**src/rtl/pipeline_hazard_ctrl.sv**
```systemverilog
// Pipeline sequencer: decides per cycle whether IF/ID/EX/MEM advance, hold or take a bubble,
// covering RAW hazards, taken-branch flushes and data-memory wait states.
module pipeline_hazard_ctrl #(
  parameter int unsigned BR_FLUSH_CYCLES = 1,
  parameter int unsigned CNT_W           = 16
) (
  input  logic             clk,
  input  logic             rst,
  input  logic [3:0]       src1,
  input  logic [3:0]       src2,
  input  logic             two_src,
  input  logic             id_valid,
  input  logic [3:0]       exe_dest,
  input  logic             exe_wb_en,
  input  logic             exe_mem_r_en,
  input  logic [3:0]       mem_dest,
  input  logic             mem_wb_en,
  input  logic             fwd_en,
  input  logic             branch_taken,
  input  logic             mem_req,
  input  logic             mem_ready,
  output logic             freeze_pc,
  output logic             freeze_if_id,
  output logic             flush_if_id,
  output logic             bubble_id_ex,
  output logic             freeze_id_ex,
  output logic             freeze_ex_mem,
  output logic [1:0]       state,
  output logic [CNT_W-1:0] stall_count
);

  localparam int unsigned FCNT_W     = 4;
  localparam logic [FCNT_W-1:0] FLUSH_INIT = FCNT_W'(BR_FLUSH_CYCLES - 1);

  typedef enum logic [1:0] {
    RUN      = 2'd0,
    FLUSH    = 2'd1,
    MEM_WAIT = 2'd2
  } state_t;

  state_t            state_q, state_d;
  logic [FCNT_W-1:0] fcnt_q, fcnt_d;
  logic              hazard;
  logic              memstall;

  assign memstall = mem_req & ~mem_ready;
  assign state    = state_q;

  // With forwarding only a load in EXE can't be bypassed into ID.
  always_comb begin
    hazard = 1'b0;
    if (id_valid) begin
      if (fwd_en) begin
        hazard = exe_mem_r_en & ((exe_dest == src1) | (two_src & (exe_dest == src2)));
      end else begin
        hazard = (exe_wb_en & ((exe_dest == src1) | (two_src & (exe_dest == src2)))) |
                 (mem_wb_en & ((mem_dest == src1) | (two_src & (mem_dest == src2))));
      end
    end
  end

  always_ff @(posedge clk or negedge rst) begin
    if (!rst) begin
      state_q <= RUN;
      fcnt_q  <= '0;
    end else begin
      state_q <= state_d;
      fcnt_q  <= fcnt_d;
    end
  end

  // Next state and control outputs; everything stays low while reset is held.
  always_comb begin
    state_d       = state_q;
    fcnt_d        = fcnt_q;
    freeze_pc     = 1'b0;
    freeze_if_id  = 1'b0;
    flush_if_id   = 1'b0;
    bubble_id_ex  = 1'b0;
    freeze_id_ex  = 1'b0;
    freeze_ex_mem = 1'b0;
    if (rst) begin
      if (memstall) begin
        freeze_pc     = 1'b1;
        freeze_if_id  = 1'b1;
        freeze_id_ex  = 1'b1;
        freeze_ex_mem = 1'b1;
        if (state_q != FLUSH) state_d = MEM_WAIT;
      end else if (state_q == FLUSH) begin
        flush_if_id  = 1'b1;
        bubble_id_ex = 1'b1;
        fcnt_d       = fcnt_q - FCNT_W'(1);
        if (fcnt_q <= FCNT_W'(1)) begin
          state_d = RUN;
          fcnt_d  = '0;
        end
      end else if (branch_taken) begin
        flush_if_id  = 1'b1;
        bubble_id_ex = 1'b1;
        if (FLUSH_INIT != '0) begin
          state_d = FLUSH;
          fcnt_d  = FLUSH_INIT;
        end else begin
          state_d = RUN;
        end
      end else begin
        state_d = RUN;
        if (hazard) begin
          freeze_pc    = 1'b1;
          freeze_if_id = 1'b1;
          bubble_id_ex = 1'b1;
        end
      end
    end
  end

  // Saturating count of cycles in which the PC was held.
  always_ff @(posedge clk or negedge rst) begin
    if (!rst) begin
      stall_count <= '0;
    end else if (freeze_pc && (stall_count != '1)) begin
      stall_count <= stall_count + CNT_W'(1);
    end
  end

endmodule

```
**config.mk**
```make
export PLATFORM = sky130hd
export DESIGN_NAME = pipeline_hazard_ctrl
export DESIGN_NICKNAME = d
export VERILOG_FILES = /design/src/rtl/pipeline_hazard_ctrl.sv
export SDC_FILE = /design/constraint.sdc
export NUM_CORES = 1
export LEC_CHECK = 0
export CORE_ASPECT_RATIO = 1.75
export CORE_MARGIN = 2
export CORE_UTILIZATION = 40
export DETAILED_ROUTE_END_ITERATION = 8
export GPL_ROUTABILITY_DRIVEN = 0
export PLACE_DENSITY = 0.84
export SLEW_MARGIN = 0
export SYNTH_ARGS = -nofsm -noshare
export SYNTH_HDL_FRONTEND = slang
export SYNTH_SLANG_ARGS = --single-unit
```
**constraint.sdc**
```tcl
create_clock -name clk -period 3.47 [get_ports clk]
set_clock_uncertainty 0.1 [all_clocks]
set_input_delay 0.694 -clock clk [delete_from_list [all_inputs] [get_ports clk]]
set_output_delay 0.694 -clock clk [all_outputs]
set_load 0.05 [all_outputs]
```
======== After elaboration in Yosys (flattened, before gate mapping) ========
Index checks and enable logic that the tools add are counted.
cells by class
  $add $sub $neg .......................... 2
  $lt $le $gt $ge ......................... 1
  equal/unequal tests ..................... 9
  mux-type cells .......................... 22
  bitwise logic cells ..................... 11
  reductions and logical operators ........ 3
operator list
  kind                                                                    number
  1-bit 2-to-1 mux                                                        17
  16-bit by 1-bit adder with 16-bit output (second input constant)        1
  4-bit == test                                                           4
  16-bit != test (second input constant)                                  1
  2-bit 2-to-1 mux                                                        4
  1-bit AND                                                               6
  3-bit AND reduction                                                     2
  4-bit by 1-bit <= comparator with 1-bit output (second input constant)  1
  4-bit 2-to-1 mux                                                        1
  2-bit by 1-bit != test with 1-bit output (second input constant)        2
  4-bit by 1-bit subtractor with 4-bit output (second input constant)     1
  3-bit by 2-bit != test with 1-bit output (second input constant)        1
  1-bit OR                                                                3
  2-bit by 1-bit == test with 1-bit output (second input constant)        1
  1-bit NOT                                                               2
  1-bit logical AND                                                       1
word-level totals
  bits in registers ....................... 22
  word-level logic and storage cells ...... 51

======== Longest topological paths before layout ========
  depth in word-level cells ............... 13
  gate-level depth with buffers ........... 9
  gate-level depth less buffers ........... 8

======== Least setup slack after synthesis ========
OpenSTA, ideal clock, no wires.
  path kind ............................... in2out
  from .................................... input src1[0]
  to ...................................... output freeze_pc
  arrival ................................. 2.628 ns
  data required time ...................... 2.676 ns
  path slack .............................. 0.048 ns
  cell stages on the path ................. 6
  path buffers ............................ 1
  cell sequence ........................... xor2_1 nor4_1 a31oi_1 o32a_1 o21ai_1 buf_4
on the way
  cells in the longest elaborated chain, start to end .. 11
  elaborated cells on any way between the ends .. 15
ends and longest elaborated chain
  element                                  RTL line    source
  start, declared                          9           input logic [3:0] src1,
  4-bit == test, on equally long branches  54, 56, 57
  1-bit OR, on equally long branches       54, 56, 57
  1-bit AND, on equally long branches      56, 57
  1-bit OR                                 56          hazard = (exe_wb_en & ((exe_dest == src1) | (two_src & (exe_dest == src2)))) |
  1-bit 2-to-1 mux (*)                     53          if (fwd_en) begin
  1-bit 2-to-1 mux (*)                     52          if (id_valid) begin
  1-bit 2-to-1 mux (*) (5 in a row)        -
  end, declared                            22          output logic freeze_pc,
Every way passes the cells marked *; elsewhere a longest branch is shown, timed or not.

======== Final worst setup path ========
  from .................................... input src1[0]
  to ...................................... output freeze_pc
on the way
  cells in the longest elaborated chain, start to end .. 11
  elaborated cells on any way between the ends .. 15
ends and longest elaborated chain
  element                                  RTL line    source
  4-bit == test, on equally long branches  54, 56, 57
  1-bit OR, on equally long branches       54, 56, 57
  1-bit AND, on equally long branches      56, 57
  1-bit OR                                 56
  1-bit 2-to-1 mux (*)                     53
  1-bit 2-to-1 mux (*)                     52
  1-bit 2-to-1 mux (*)                     108         if (hazard) begin
  1-bit 2-to-1 mux (*)                     97          end else if (branch_taken) begin
  1-bit 2-to-1 mux (*)                     89          end else if (state_q == FLUSH) begin
  1-bit 2-to-1 mux (*)                     83          if (memstall) begin
  1-bit 2-to-1 mux (*)                     82          if (rst) begin
Marked as above.

==> impl_metrics.ini <==
[floorplanning]
core_um2 = 2630
num_rows = 25
die_h_um = 72.9
dieWidth_um = 43.4
ios = 51
dieArea_um2 = 3160
start_util = 0.413

[setup_path]
crit_type = primary input to output port
arrival_ps = 2540
critical_path_required_ps = 2680
crit_path_end_kind = output port
critPathMaxFanout = 3
critPathLaunchType = primary input

[timing]
timing.fmax_mhz = 300
tns_ps = 0
hold_slack_ps = 402
final-max-slew-violation-count = 0
fin_crit_ps = 3340
setup_viol = 0
max_slew_margin = 0.650
hold_viol = 0
rsz0062_at_grt = no
worst-slew-pin-transition_ps = 523
finalCritPeriodShare = 0.962

[hold_path]
min_path_type = register to register

[place]
numPortBuffers = 49
dpl.hpwl_mm = 2.22

[synth]
synthTopCellsByArea = dfrtp_1 39%, xor2_1 12%, xnor2_1 11%
synth.top_cell.area_share = 0.392
ys_ff_latch = 17
seq_area_frac_synth = 0.392
yosys.cell_types.count = 28
synth_nets = 136
synth.avg_cell_area_um2 = 10.0
yosys_warnings = 0
synth_largest_area_cell = dfrtp_1
synthCells = 108
syn_area_um2 = 1080

[clocking]
tritoncts = built
cts_root_buf = clkbuf_8
clk_latency_ps = 250
ctsHoldBuffers = 0
h-tree-depth = 1
cts.sinks = 17
clockBufferDepth = 2
path_clk_slew_ps = 60
numCtsBuffers = 3

[power_and_ir_drop]
vdd_drop_max_mv = 0.518
total_power_uw = 724
p_leak_uw = 0.000717
p_per_area_nw_per_um2 = 426

[final_layout]
filler_cell_count = 224
area_growth_pct = 56.5
final_nets = 188
multi_input_comb_area_um2 = 613
antenna_cells = 0
layout-drive-gt1-share = 0.101
seq_area_um2 = 425

[global_route]
grt_pass1_wl_mm = 4.53
grt_max_degree = 19
grt_pass1_vias = 1015
antenna_found_initial = 0
grt.total_usage = 0.190
grt_overflow_total = 0

[route]
drt_wl_total_mm = 2.73
vias_per_cell = 5.33
vias = 991
drt_first_pass_iters = 4
drcViolationCount = 0
wl_per_cell_um = 14.7
ant_nets = 0
drtIter0Drc = 8

[flow_run]
max_cap_violations = 0

[status]
outcome = complete, no violations
-- repair_timing --
item                       in CTS  in global routing
gates resized for setup         0                  1
buffers inserted                0                  0
setup endpoints to repair       0                  1
-- placed cells by master (no fill, tap or decap), drive strengths merged --
master          n
nor2b           1
conb            1
clkbuf          4
a31oi           2
o32a            1
mux2            1
o211a           1
o21ai           2
and3            5
nand2b          2
mux2i           2
nand3b          2
o2bb2ai         1
dfrtp          17
nor2            5
inv             4
ha              1
nand2           5
nand3          11
xor2           15
nor3            3
xnor2          15
nand4           5
nor4            2
buf             8
clkdlybuf4s50  43
-- worst max-delay path: stages --
cell and delay, ps:
clkdlybuf4s50_1 460, xor2_1 180, nor4_1 280, a31oi_1 90
o32a_1 360, o21ai_1 170, buf_4 160, buf_12 140
-- flip-flops by register name, indices dropped and copies added (netlist names) --
name,cells
stall_count,16
state,1
-- path summary, 6_finish.rpt --
path                            startpoint               to  slack, ps  depth (start not counted)
setup / recovery                   src1[0]        freeze_pc        130                          8
hold / removal             stall_count[15]  stall_count[15]        400                          1
setup reg to reg            stall_count[0]   stall_count[1]       1330                          7
hold reg to reg            stall_count[15]  stall_count[15]        400                          1
max in group asynchronous              rst  stall_count[10]       2270                          2
min in group asynchronous              rst   stall_count[5]        810                          2
-- through the flow --
stage	area, µm²	std cells	util	setup WS, ps
5_1_grt	1700	186	0.646	11.8
3_5_place_dp	1650	182	0.628	117
2_1_floorplan	1080	108	-	47.7
3_3_place_gp	1650	182	0.628	175
6_report	1700	186	0.646	132
4_1_cts	1700	186	0.645	115
-- metal layers --
layer / wire, µm / up-vias / track usage
li1: - / 472 / -
met1: 952 / 467 / 0.199
met2: 1470 / 47 / 0.340
met3: 250 / 5 / 0.0520
met4: 55 / 0 / 0.0909
met5: 0 / - / 0
-- power by group --
part	internal [µW]	switching, µW
Sequential	226	45.3
Combinational	129	176
Clock	81.5	65.5
-- cells in the mapped netlist --
| library cell | n |
|---|---|
| o2bb2ai_4 | 1 |
| nor2_1 | 5 |
| nor3_1 | 3 |
| buf_6 | 1 |
| and3_1 | 5 |
| o211a_1 | 1 |
| nand4_1 | 4 |
| xnor2_1 | 14 |
| conb_1 | 1 |
| ha_1 | 1 |
| nor2b_1 | 1 |
| xor2_1 | 15 |
| dfrtp_1 | 17 |
| o21ai_1 | 1 |
| mux2_2 | 1 |
| a31oi_1 | 2 |
| nand4_2 | 1 |
| o32a_1 | 1 |
| inv_1 | 4 |
| o21ai_0 | 1 |
| nand2b_1 | 2 |
| nand3b_1 | 2 |
| xnor2_2 | 1 |
| buf_4 | 3 |
| nand2_1 | 5 |
| mux2i_1 | 2 |
| nand3_1 | 11 |
| nor4_1 | 2 |
-- logic make-up after synthesis --
group / Yosys count / synth area share
adders and majority gates: 1 / 0.0115
buffers and inverters: 8 / 0.0450
and+or+nand+nor: 41 / 0.205
DFF: 17 / 0.392
other: 1 / 0.00346
muxes: 3 / 0.0288
AOI/OAI and AO/OA: 7 / 0.0646
xor gates and xnor gates: 30 / 0.249
-- area by class of cell --
cell class | count | area share
clock buffer | 4 | 0.0265
multi-input combinational | 83 | 0.361
inverter | 4 | 0.00884
sequential | 17 | 0.251
timing repair buffer | 51 | 0.333
tap | 27 | 0.0199
No activity file was read; power rests on OpenSTA's default activity.
